<file path="src/rtl/bus_pkg.sv">
// Shared types, transfer-type codes and the round-robin pick helper for the
// bus_interconnect_rr shared-bus interconnect.
package bus_pkg;

    localparam int MAX_NM = 8;
    localparam int IDX_W  = 3;

    localparam logic [1:0] HTRANS_IDLE   = 2'b00;
    localparam logic [1:0] HTRANS_BUSY   = 2'b01;
    localparam logic [1:0] HTRANS_NONSEQ = 2'b10;

    typedef enum logic [1:0] {
        IDLE = 2'd0,
        OWN  = 2'd1,
        WAIT = 2'd2
    } bus_state_e;

    // First requester at or after ptr, wrapping nm-1 -> 0; returns ptr if none.
    function automatic logic [IDX_W-1:0] rr_pick(
        input logic [MAX_NM-1:0] req_vec,
        input logic [IDX_W-1:0]  ptr,
        input int                nm
    );
        logic [IDX_W-1:0] pick;
        logic             found;
        int               idx;
        pick  = ptr;
        found = 1'b0;
        for (int i = 0; i < MAX_NM; i++) begin
            idx = (int'(ptr) + i) % nm;
            if (!found && (i < nm) && req_vec[idx[IDX_W-1:0]]) begin
                pick  = idx[IDX_W-1:0];
                found = 1'b1;
            end
        end
        return pick;
    endfunction

endpackage

</file>
<file path="src/rtl/bus_rr_arbiter.sv">
// Ownership FSM for the shared bus: round-robin grant with lock, transfer
// tracking and, when BUS_TIMEOUT_EN is defined, a slave-ready timeout.
module bus_rr_arbiter
    import bus_pkg::*;
#(
    parameter int NM      = 4,
    parameter int TIMEOUT = 255
) (
    input  logic             clk,
    input  logic             reset,
    input  logic [NM-1:0]    req_i,
    input  logic             own_req_i,
    input  logic             own_as_i,
    input  logic             sel_rdy_i,
    output logic             owned_o,
    output logic             in_wait_o,
    output logic [IDX_W-1:0] owner_o,
    output logic             done_o,
    output logic             err_o
);

    bus_state_e       state_q, state_d;
    logic [IDX_W-1:0] owner_q, owner_d;
    logic [IDX_W-1:0] ptr_q, ptr_d;
    logic [IDX_W-1:0] ptr_nxt;
    logic [MAX_NM-1:0] req_ext;
    logic             timeout;

    always_comb begin
        req_ext         = '0;
        req_ext[NM-1:0] = req_i;
    end

    assign ptr_nxt = (owner_q == IDX_W'(NM - 1)) ? '0 : owner_q + 1'b1;

`ifdef BUS_TIMEOUT_EN
    localparam int CW = ($clog2(TIMEOUT + 1) > 8) ? $clog2(TIMEOUT + 1) : 8;

    logic [CW-1:0] cnt_q, cnt_d;

    // cnt_q holds the WAIT cycles already elapsed, so the TIMEOUT-th one sees TIMEOUT-1.
    assign timeout = (state_q == WAIT) && !sel_rdy_i && (cnt_q == CW'(TIMEOUT - 1));

    always_comb begin
        cnt_d = cnt_q;
        if (state_q == OWN && own_as_i) begin
            cnt_d = '0;
        end else if (state_q == WAIT) begin
            cnt_d = cnt_q + 1'b1;
        end
    end

    always_ff @(posedge clk) begin
        if (reset) begin
            cnt_q <= '0;
        end else begin
            cnt_q <= cnt_d;
        end
    end
`else
    assign timeout = 1'b0;
`endif

    // NOTE: state uses <= so every flop samples the values from before the edge.
    always_ff @(posedge clk) begin
        if (reset) begin
            state_q <= IDLE;
            owner_q <= '0;
            ptr_q   <= '0;
        end else begin
            state_q <= state_d;
            owner_q <= owner_d;
            ptr_q   <= ptr_d;
        end
    end

    // NOTE: hold-value defaults first, so no branch leaves a _d undriven and no latch is inferred.
    always_comb begin
        state_d = state_q;
        owner_d = owner_q;
        ptr_d   = ptr_q;
        case (state_q)
            IDLE: begin
                if (|req_i) begin
                    state_d = OWN;
                    owner_d = rr_pick(req_ext, ptr_q, NM);
                end
            end
            OWN: begin
                if (own_as_i) begin
                    state_d = WAIT;
                end else if (!own_req_i) begin
                    ptr_d = ptr_nxt;
                    if (|req_i) begin
                        owner_d = rr_pick(req_ext, ptr_nxt, NM);
                    end else begin
                        state_d = IDLE;
                    end
                end
            end
            WAIT: begin
                if (sel_rdy_i || timeout) begin
                    state_d = OWN;
                end
            end
            default: state_d = IDLE;
        endcase
    end

    always_comb begin
        owned_o   = (state_q != IDLE);
        in_wait_o = (state_q == WAIT);
        owner_o   = owner_q;
        done_o    = (state_q == WAIT) && (sel_rdy_i || timeout);
        err_o     = timeout;
    end

endmodule

</file>
<file path="src/rtl/bus_interconnect_rr.sv">
// NM-master / NS-slave shared bus: owner mux, slave decode and read-back mux
// around the round-robin arbiter. Define BUS_TIMEOUT_EN to bound slave waits.
module bus_interconnect_rr
    import bus_pkg::*;
#(
    parameter int NM      = 4,
    parameter int NS      = 8,
    parameter int AW      = 32,
    parameter int DW      = 32,
    parameter int SEL_MSB = 31,
    parameter int TIMEOUT = 255
) (
    input  logic             clk,
    input  logic             reset,
    input  logic [NM-1:0]    m_req_,
    output logic [NM-1:0]    m_grnt_,
    input  logic [NM*AW-1:0] m_addr,
    input  logic [NM-1:0]    m_as_,
    input  logic [NM-1:0]    m_rw,
    input  logic [NM-1:0]    m_busy,
    input  logic [NM*DW-1:0] m_wr_data,
    output logic [DW-1:0]    m_rd_data,
    output logic             m_rdy,
    output logic             m_err,
    output logic [AW-1:0]    s_addr,
    output logic             s_as_,
    output logic             s_rw,
    output logic [DW-1:0]    s_wr_data,
    output logic [1:0]       htrans,
    output logic [NS-1:0]    s_cs_,
    input  logic [NS*DW-1:0] s_rd_data,
    input  logic [NS-1:0]    s_rdy
);

    localparam int SW = $clog2(NS);

    logic             owned, in_wait, done, err;
    logic [IDX_W-1:0] owner;
    logic             own_req, own_as, own_busy, own_rw;
    logic [AW-1:0]    own_addr;
    logic [DW-1:0]    own_wdata;
    logic [SW-1:0]    addr_sel;
    logic [SW-1:0]    sel_q, sel_d;
    logic             sel_rdy;
    logic [DW-1:0]    slave_rd;

    bus_rr_arbiter #(
        .NM      (NM),
        .TIMEOUT (TIMEOUT)
    ) u_arb (
        .clk       (clk),
        .reset     (reset),
        .req_i     (~m_req_),
        .own_req_i (own_req),
        .own_as_i  (own_as),
        .sel_rdy_i (sel_rdy),
        .owned_o   (owned),
        .in_wait_o (in_wait),
        .owner_o   (owner),
        .done_o    (done),
        .err_o     (err)
    );

    // Owner's signals in active-high form; idle bus values when nobody owns it.
    always_comb begin
        own_req   = 1'b0;
        own_as    = 1'b0;
        own_busy  = 1'b0;
        own_rw    = 1'b1;
        own_addr  = '0;
        own_wdata = '0;
        for (int i = 0; i < NM; i++) begin
            if (owned && owner == IDX_W'(i)) begin
                own_req   = ~m_req_[i];
                own_as    = ~m_as_[i];
                own_busy  = m_busy[i];
                own_rw    = m_rw[i];
                own_addr  = m_addr[i*AW +: AW];
                own_wdata = m_wr_data[i*DW +: DW];
            end
        end
    end

    always_comb begin
        m_grnt_ = '1;
        for (int i = 0; i < NM; i++) begin
            if (owned && owner == IDX_W'(i)) begin
                m_grnt_[i] = 1'b0;
            end
        end
    end

    assign s_addr    = own_addr;
    assign s_as_     = ~own_as;
    assign s_rw      = own_rw;
    assign s_wr_data = own_wdata;
    assign htrans    = own_busy ? HTRANS_BUSY : (own_as ? HTRANS_NONSEQ : HTRANS_IDLE);

    assign addr_sel = s_addr[SEL_MSB -: SW];

    always_comb begin
        s_cs_ = '1;
        for (int i = 0; i < NS; i++) begin
            if (own_as && addr_sel == SW'(i)) begin
                s_cs_[i] = 1'b0;
            end
        end
    end

    // The slave index is frozen at the strobe so WAIT ignores later address changes.
    assign sel_d = (owned && !in_wait && own_as) ? addr_sel : sel_q;

    always_ff @(posedge clk) begin
        if (reset) begin
            sel_q <= '0;
        end else begin
            sel_q <= sel_d;
        end
    end

    assign sel_rdy = s_rdy[sel_q];

    always_comb begin
        slave_rd = '0;
        for (int i = 0; i < NS; i++) begin
            if (sel_q == SW'(i)) begin
                slave_rd = s_rd_data[i*DW +: DW];
            end
        end
    end

    assign m_rd_data = (in_wait && !err) ? slave_rd : '0;
    // A reset landing on the completing cycle aborts the transfer without a pulse.
    assign m_rdy     = done && !reset;

`ifdef BUS_TIMEOUT_EN
    assign m_err = err && !reset;
`else
    assign m_err = 1'b0;
`endif

endmodule

</file>
<file path="config.mk">
export PLATFORM = sky130hd
export DESIGN_NAME = bus_interconnect_rr
export DESIGN_NICKNAME = d
export VERILOG_FILES = /design/src/rtl/bus_pkg.sv /design/src/rtl/bus_rr_arbiter.sv /design/src/rtl/bus_interconnect_rr.sv
export SDC_FILE = /design/constraint.sdc
export NUM_CORES = 1
export LEC_CHECK = 0
export CAP_MARGIN = 20
export CORE_AREA = 2 2 254 256
export CTS_CLUSTER_SIZE = 14
export DETAILED_ROUTE_END_ITERATION = 16
export DIE_AREA = 0 0 256 258
export PLACE_DENSITY = 0.3
export SYNTH_ARGS = -nofsm -noshare
export SYNTH_HDL_FRONTEND = slang
export SYNTH_SLANG_ARGS = --single-unit
</file>
<file path="constraint.sdc">
create_clock -name clk -period 3.4 [get_ports clk]
set_input_delay 0.85 -clock clk [delete_from_list [all_inputs] [get_ports clk]]
set_output_delay 0.85 -clock clk [all_outputs]
set_load 0.02 [all_outputs]
</file>
**Yosys cells after proc, flatten, opt, wreduce, memory -nomap -nowiden**

Cells that the tools add are included.

- Add/subtract/negate cells: 7
- $lt $le $gt $ge: 9
- Equality and inequality tests: 26
- Multiplexer cells: 109
- Bitwise operators: 17
- Reduce and logical (&&, ||, !) cells: 46

Operators by type and width:

| cell | number |
|---|---|
| 32-bit two-way mux | 17 |
| 1-bit two-way mux | 61 |
| 3-bit two-way mux | 13 |
| 3-bit by 4-bit < comparator with 1-bit output, second input constant | 7 |
| 3-bit equality test, second input constant | 8 |
| 1-bit logical AND | 22 |
| 1-bit binary-select mux with 3-bit select | 7 |
| 3-bit by 2-bit equality test with 1-bit output, second input constant | 6 |
| 2-bit two-way mux | 7 |
| 2-bit OR reduction | 6 |
| 1-bit NOT | 10 |
| 3-bit by 1-bit equality test with 1-bit output, second input constant | 3 |
| 3-bit logical NOT | 3 |
| 2-bit adder, second input constant | 4 |
| 1-bit logical NOT | 8 |
| 2-bit by 4-bit < comparator with 1-bit output, second input constant | 2 |
| 1-bit AND, first input constant | 6 |
| 2-bit by 1-bit inequality test with 1-bit output, second input constant | 3 |
| 3-bit inequality test, second input constant | 2 |
| 2-bit case mux with 3 select lines | 1 |
| 3-bit case mux with 2 select lines | 1 |
| 5-bit AND reduction | 1 |
| 2-bit by 1-bit adder with 2-bit output, second input constant | 2 |
| 1-bit binary-select mux with 2-bit select | 2 |
| 10 further kinds | 12 |

- Bits in registers: 11
- Input bits: 538
- Output and inout bits: 114
- Logic and storage cells: 218

**Depth between registers and ports, before layout**

Gate-level depths: netlist of run 1.

- Depth in word-level cells: 30
- Gate-level depth with buffers: 10

**By module**

Synthesis of run 1 repeated with hierarchy kept, for this count alone.

- Cell total of the unflattened synthesis: 706
- Area, all modules: 6027.0 um^2

By module, submodules not included:

| module | instances | cells an instance | area an instance (um^2) | sequential area each (um^2) |
|---|---|---|---|---|
| bus_interconnect_rr | 1 | 611 | 5273.8 | 60.1 |
| bus_rr_arbiter | 1 | 95 | 753.2 | 140.1 |

**Least setup slack after synthesis of run 1**

No wires, ideal clock.

- Kind: input to output
- Start: input s_rd_data[39]
- End: output m_rd_data[7]
- Arrival time: 2.478 ns
- Path slack: 0.072 ns
- Cell stages on the path: 5
- Path buffers: 0
- Cell sequence: mux4_1 inv_1 o21ai_0 o22ai_1 a2111oi_0

- Cells in the longest elaborated chain, start to end: 8

RTL lines:

| element | line | text |
|---|---|---|
| start, declared | bus_interconnect_rr.sv:31 | `input logic [NS*DW-1:0] s_rd_data,` |
| 32-bit two-way mux (7 in a row) | bus_interconnect_rr.sv:126 | `if (sel_q == SW'(i)) begin` |
| 32-bit two-way mux | bus_interconnect_rr.sv:132 | `assign m_rd_data = (in_wait && !err) ? slave_rd : '0;` |
| end, declared | bus_interconnect_rr.sv:22 | `output logic [DW-1:0] m_rd_data,` |

No other way between the ends.

**Final worst setup path of run 1**

- Start: input s_rd_data[73]
- End: output m_rd_data[9]

- Cells in the longest elaborated chain, start to end: 7

RTL lines:

| element | line |
|---|---|
| 32-bit two-way mux (6 in a row) | bus_interconnect_rr.sv:126 |
| 32-bit two-way mux | bus_interconnect_rr.sv:132 |

No other way between the ends.

==> metrics.cfg, run 1 <==
[logic_synthesis]
synth_top_family_by_area=compound AO/OA/AOI/OAI gates
synth-xor-area-share_pct=0
synth_seq_cells=10
syn-num-nets=1292
yosys_warnings=0
synth_async_sr_flop_share_pct=0
synth_seq_area_share_pct=3.85
synth-compound-area-share_pct=47.8
synth_edf_count=0
synth_cells=750
post_synth_num_cell_types=63
post_synthesis_adder_cell_area_fraction_pct=0.962
syn_area_um2=5200
synth_mux_area_share_pct=17.8
synth-simple-area-share_pct=17.9
syn_area_per_cell_um2=6.94
prevailing_post_synth_register_cell=sky130_fd_sc_hd__dfxtp_1

[placement]
port-buffer-count=650
gpl.final_weighted_congestion=0.893
hpwl_um=43100
numPlacedInstances=2297

[pwr]
worst_ir_drop_vdd_uv=132
areal_power_density_over_the_cells_nw_per_um2=489
p_leak_nw=5.13

[global_routing]
grt_max_degree=79
vias_in_the_first_global_route=9639
antenna_found_initial=9
global_route.usage.total_pct=14.1
first_pass_grt_wire_length_um=69800
globalRouteOverflowTotal=0

[die]
die_x_um=256
floorplan.core_area_um2=63600
fp.dieH_um=258
initial_core_util_pct=8.17
dieArea_um2=66000
top_ports=652
placement_rows=93

[timing]
timing.final.crit_period_ns=3.38
finalSetupTns_ns=0
finalSetupViolCount=0
fin_crit_sh_pct=99.4
number_of_hold_violations_in_the_final_report=0
max-slew-margin-rel_pct=62.9
max_freq_mhz=296
max_slew.worst_pin.slew_ns=0.551
final.setup_skew_ns=0.00466
maxSlewViolCount=0

[run_status]
run_status=completed

[critical_path]
arrival_ns=2.53
cp_max_fo=1
cp.required_ns=2.55
critical_path_class=input port to output port
worst_setup_path_start_kind=input port
reg2reg_launch_point=u_arb.owner_o[0]
timing.critical_path.from=s_rd_data[73]
critPathCaptureType=output port

[job]
max_cap_violations=0

[cells_and_area]
finish.net_count=1996
drive_above_1_share_pct=21.3
finish.cell_count_without_fillers=2312
area_growth_pct=166

[detailed_routing]
drt_wl_total_um=50200
post_drt_via_cell_ratio=3.92
firstDrtPassIters=4
dr.first_iter.drc_count=331
num_vias=9056
drc_errors=0
avgRoutedWirePerCell_um=21.7
antenna_violating_nets_post_route=0

[clocking]
cts_tree=built
cts_buffers=3
cts_root_buffer=sky130_fd_sc_hd__clkbuf_16
path_clk_slew_ns=0.04
clock_tree.htree_level_count=1
max-clock-path-buffers=2
worstSkewPairLatency_ns=0.24
clock_sinks=10
cts_hold_buf=0

[hold_path]
hold_path.class=register to register
hold_path.startpoint=u_arb.ptr_q[1]

==> layout by cell type (no fill, tap or decap), types with 9 or more instances in the layout <==
master / instances
sky130_fd_sc_hd__a221o_1: 63
sky130_fd_sc_hd__buf_4: 145
sky130_fd_sc_hd__mux4_2: 27
sky130_fd_sc_hd__nand2_1: 102
sky130_fd_sc_hd__clkdlybuf4s50_1: 531
sky130_fd_sc_hd__inv_1: 34
sky130_fd_sc_hd__buf_2: 17
sky130_fd_sc_hd__buf_12: 28
sky130_fd_sc_hd__a2111oi_2: 24
sky130_fd_sc_hd__o21ai_1: 19
sky130_fd_sc_hd__nor2_1: 55
sky130_fd_sc_hd__o22ai_1: 58
sky130_fd_sc_hd__dlygate4sd2_1: 43
sky130_fd_sc_hd__a21oi_1: 9
sky130_fd_sc_hd__o21ai_0: 133
sky130_fd_sc_hd__dlymetal6s2s_1: 9
==> state kept, by name, indices dropped and copies added (netlist names) <==
name,cells
u_arb.owner_o,3
u_arb.state_q,2
u_arb.ptr_q,2
sel_q,3
==> report_power, final <==
| group | switching (W) | total (W) | internal, W |
|---|---|---|---|
| Combinational | 0.00325 | 0.00633 | 0.00308 |
| Clock | 0.0000561 | 0.000233 | 0.000177 |
| Sequential | 0.0000556 | 0.000212 | 0.000157 |
==> logic make-up (layout without fill, tap and decap cells) <==
kind of cell             count (synthesis)  in the layout
other                                    1              5
AO/OA/AOI/OAI                          353            353
multiplexers                            45             45
adder cells (fa/ha/maj)                  4              4
flip-flops                              10             10
AND/OR/NAND/NOR                        208            208
buffers and inverters                  129            832
==> metal layers <==
layer,global-route usage (%),wire length (µm),up-vias,share of wire (%)
met2,26.6,26000,439,52
met3,4.28,3990,24,8.0
met4,2.26,547,4,1.1
met5,0,27,-,0.054
li1,-,-,4347,-
met1,15.8,19600,4242,39
==> final timing paths <==
| check | slack, ns | end | cells past startpoint |
|---|---|---|---|
| max reg2reg | 0.87 | u_arb.owner_o[1] | 8 |
| min | 0.59 | u_arb.ptr_q[1] | 2 |
| min reg2reg | 0.59 | u_arb.ptr_q[1] | 2 |
| max | 0.02 | m_rd_data[9] | 5 |
==> cells in the mapped netlist, drive strengths merged (3+ instances only) <==
cell type | count | area (µm²)
ha | 4 | 50.1
a221oi | 5 | 50.0
mux2 | 8 | 90.1
a21oi | 9 | 45.0
or3 | 3 | 18.8
nor2b | 5 | 31.3
inv | 40 | 150
nand2 | 102 | 383
nor3 | 7 | 35.0
nor2 | 57 | 214
nand3 | 7 | 35.0
clkbuf | 45 | 169
a221o | 63 | 631
a211oi | 4 | 30.0
o21ai | 160 | 808
mux2i | 3 | 30.0
mux4 | 34 | 807
a311oi | 4 | 35.0
and2 | 5 | 33.8
dfxtp | 10 | 200
nand2b | 7 | 46.3
nand4 | 3 | 18.8
buf | 44 | 284
a2111oi | 33 | 370
o22ai | 60 | 375
nor3b | 3 | 33.8
==> final cells by class <==
cell class,count,area (µm²)
Antenna cell,4,10.0
Tap cell,855,1070
Multi-Input combinational cell,611,4590
Timing Repair Buffer,788,7720
Sequential cell,10,211
Fill cell,7178,49800
Inverter,40,153
Clock buffer,4,88.8
==> stage by stage <==
stage               utilization (%)  worst slack (ns)  hold WS, ns  cell area [µm²]  power, W
finish                         21.8            0.0218        0.589            13800   0.00677
global route                   21.8           -0.0250        0.602            13800   0.00728
CTS                            21.5          -0.00192        0.588            13700   0.00682
detailed placement             21.4            -0.668        0.569            13600   0.00668
global placement               21.4            -0.607        0.557            13600   0.00669
floorplan                         -            0.0718        0.481             5200   0.00303
==> timing repair <==
action                     in CTS  in global routing
setup endpoints to repair      89                 52
pin swaps                       5                 23
cloned                          0                  1
buffers inserted                3                  4
resized for setup             228                 89
==> critical path, stage by stage <==
cell                              delay (ns)
sky130_fd_sc_hd__clkdlybuf4s50_1        0.47
sky130_fd_sc_hd__mux4_2                 0.22
sky130_fd_sc_hd__nor2_1                 0.04
sky130_fd_sc_hd__a2111oi_1              0.52
sky130_fd_sc_hd__dlygate4sd2_1          0.42
Power figures use the tool's default switching activity.
==> run 2, diff against run 1 <==
--- a/config.mk
+++ b/config.mk
@@ -6,10 +6,10 @@
 export NUM_CORES = 1
 export LEC_CHECK = 0
 export CAP_MARGIN = 20
-export CORE_AREA = 2 2 254 256
+export CORE_AREA = 2 2 253 255
 export CTS_CLUSTER_SIZE = 14
 export DETAILED_ROUTE_END_ITERATION = 16
-export DIE_AREA = 0 0 256 258
+export DIE_AREA = 0 0 255 257
 export PLACE_DENSITY = 0.3
 export SYNTH_ARGS = -nofsm -noshare
 export SYNTH_HDL_FRONTEND = slang
==> constraint.sdc (replaced) <==
create_clock -name clk -period 3.94 [get_ports clk]
set_input_delay 0.985 -clock clk [delete_from_list [all_inputs] [get_ports clk]]
set_output_delay 0.985 -clock clk [all_outputs]
set_load 0.02 [all_outputs]
==> metrics.cfg, run 2 (same netlist as run 1, synthesis figures left out) <==
[run_status]
run_status=completed

[timing]
timing.final.crit_period_ns=3.80
final.hold.worst_slack_ns=0.549
max_freq_mhz=263
rsz0062_at_grt=no
maxSlewViolCount=0
max_slew.worst_pin.slew_ns=0.583
finalSetupViolCount=0
fin_crit_sh_pct=96.5
number_of_hold_violations_in_the_final_report=0
max-slew-margin-rel_pct=61.1
final.setup_skew_ns=0.00377

[detailed_routing]
dr.first_iter.drc_count=320
antenna_violating_nets_post_route=0
drc_errors=0
post_drt_via_cell_ratio=3.98
drt_wl_total_um=48200
firstDrtPassIters=4
num_vias=8949
avgRoutedWirePerCell_um=21.5

[cells_and_area]
final_design_area_no_fill_um2=13400
finish.net_count=1939
drive_above_1_share_pct=11.9
final_cell_mix=592 x sky130_fd_sc_hd__clkdlybuf4s50_1, 156 x sky130_fd_sc_hd__o21ai_0, 102 x sky130_fd_sc_hd__nand2_1
most_frequent_standard_cell_in_the_layout_excluding_fill_and_tap_cells=sky130_fd_sc_hd__clkdlybuf4s50_1
finish.cell_count_without_fillers=2246
area_growth_pct=157

[critical_path]
cpLargestDelayFamily=buffers and inverters
slowest_stage=sky130_fd_sc_hd__clkdlybuf4s50_1
arrival_ns=2.82
critPathCaptureType=output port
crit_chain=clkdlybuf4s50_1, mux4_1, inv_1, o21ai_0, o22ai_1, a2111oi_1, dlygate4sd2_1
worst_setup_path_start_kind=input port
rr_endpoint=u_arb.owner_o[1]
cp.required_ns=2.95
reg2reg_launch_point=u_arb.owner_o[0]
cp_slowest_stage_delay_ns=0.46
worst_r2r_path_depth=8
critical_path_buf_inv_count=3
cp_max_fo=2
critical_path_class=input port to output port
r2r_setup_slk_ns=1.33

[job]
max_cap_violations=0

[clocking]
worstSkewPairLatency_ns=0.24
clock_sinks=10
cts_root_buffer=sky130_fd_sc_hd__clkbuf_16
cts_buffers=3
clock_tree.htree_level_count=1
path_clk_slew_ns=0.04
max-clock-path-buffers=2
cts_tree=built
cts_hold_buf=0

[die]
dieArea_um2=65500
fp.dieH_um=257
die_x_um=255
top_ports=652
placement_rows=92
floorplan.core_area_um2=62700
initial_core_util_pct=8.29

[hold_path]
min_delay_worst_endpoint=u_arb.owner_o[0]
hold_path.class=register to register
hold_path.startpoint=u_arb.owner_o[0]
worst_hold_path.num_cells=2

[placement]
port-buffer-count=650
placement.cell_area_um2=13100
gpl.final_weighted_congestion=0.821
numPlacedInstances=2230
hpwl_um=39400

[global_routing]
globalRouteOverflowTotal=0
antenna_found_initial=9
grt_max_degree=65
first_pass_grt_wire_length_um=66000
global_route.usage.total_pct=13.7
vias_in_the_first_global_route=9344

[pwr]
p_leak_nw=4.86
worst_ir_drop_vdd_uv=204
areal_power_density_over_the_cells_nw_per_um2=391

[run 2: cell count changes in the layout (fill, tap and decap cells not counted), moves of 17 or more]
| cell | change |
|---|---|
| sky130_fd_sc_hd__buf_2 | -17 |
| sky130_fd_sc_hd__o21ai_0 | +23 |
| sky130_fd_sc_hd__clkdlybuf4s50_1 | +61 |
| sky130_fd_sc_hd__buf_4 | -80 |
| sky130_fd_sc_hd__dlygate4sd2_1 | -19 |
| sky130_fd_sc_hd__o21ai_1 | -17 |
[run 2: routing by layer]
metal / track usage, % / wire length (µm) / vias up
li1: - / - / 4240
met1: 14.3 / 17700 / 4213
met2: 26.6 / 25400 / 450
met3: 4.31 / 4430 / 38
met4: 2.19 / 650 / 8
met5: 0 / 48 / -
[run 2: worst max path at each step]
stage,depth (start not counted),to,start
after detailed placement,8,m_rd_data[10],s_rd_data[74]
after floorplan,5,m_rd_data[7],s_rd_data[39]
final,7,m_rd_data[7],s_rd_data[39]
after global placement,8,m_rd_data[10],s_rd_data[74]
after CTS,8,m_rd_data[10],s_rd_data[74]
after global routing,5,m_rd_data[11],s_rd_data[171]
[run 2: cell type report]
type                       instances  area, µm²
fill                            6952      49400
timing repair buffer             731       7390
multi-input combinational        611       4450
tap                              846       1060
sequential                        10        206
inverter                          40        156
clock buffer                       4       88.8
antenna                            4       10.0
[run 2: worst register-to-register path, stage by stage, from the launching register on]
cell                        delay (ns)
sky130_fd_sc_hd__dfxtp_1          0.38
sky130_fd_sc_hd__inv_2            0.10
sky130_fd_sc_hd__ha_1             0.49
sky130_fd_sc_hd__and2_1           0.27
sky130_fd_sc_hd__and4_1           0.21
sky130_fd_sc_hd__o31a_1           0.33
sky130_fd_sc_hd__a2111oi_2        0.35
sky130_fd_sc_hd__a21oi_1          0.15
sky130_fd_sc_hd__a211oi_1         0.24
[run 2: timing repair]
item	4_1_cts	5_1_grt
cloned	2	0
endpoints found under the setup margin	40	39
gates resized for setup	37	44
endpoints found under the hold margin	0	0
pin swaps	2	1
buffers inserted	6	0
[run 2: through the flow]
| step | TNS [ns] | setup WS [ns] | total power, W | utilization (%) |
|---|---|---|---|---|
| 4_1_cts | 0 | 0.00337 | 0.00532 | 21.2 |
| 6_report | 0 | 0.137 | 0.00522 | 21.3 |
| 3_3_place_gp | -3.65 | -0.402 | 0.00510 | 20.8 |
| 5_1_grt | 0 | 0.000782 | 0.00562 | 21.3 |
| 2_1_floorplan | 0 | 0.342 | 0.00262 | - |
| 3_5_place_dp | -3.79 | -0.371 | 0.00505 | 20.8 |
[run 2: where the power goes]
part	leakage (nW)	switching [W]	total, W	internal (W)
combinational	4.73	0.00241	0.00481	0.00240
sequential	0.0837	0.0000736	0.000205	0.000132
clock	0.0442	0.0000486	0.000201	0.000153
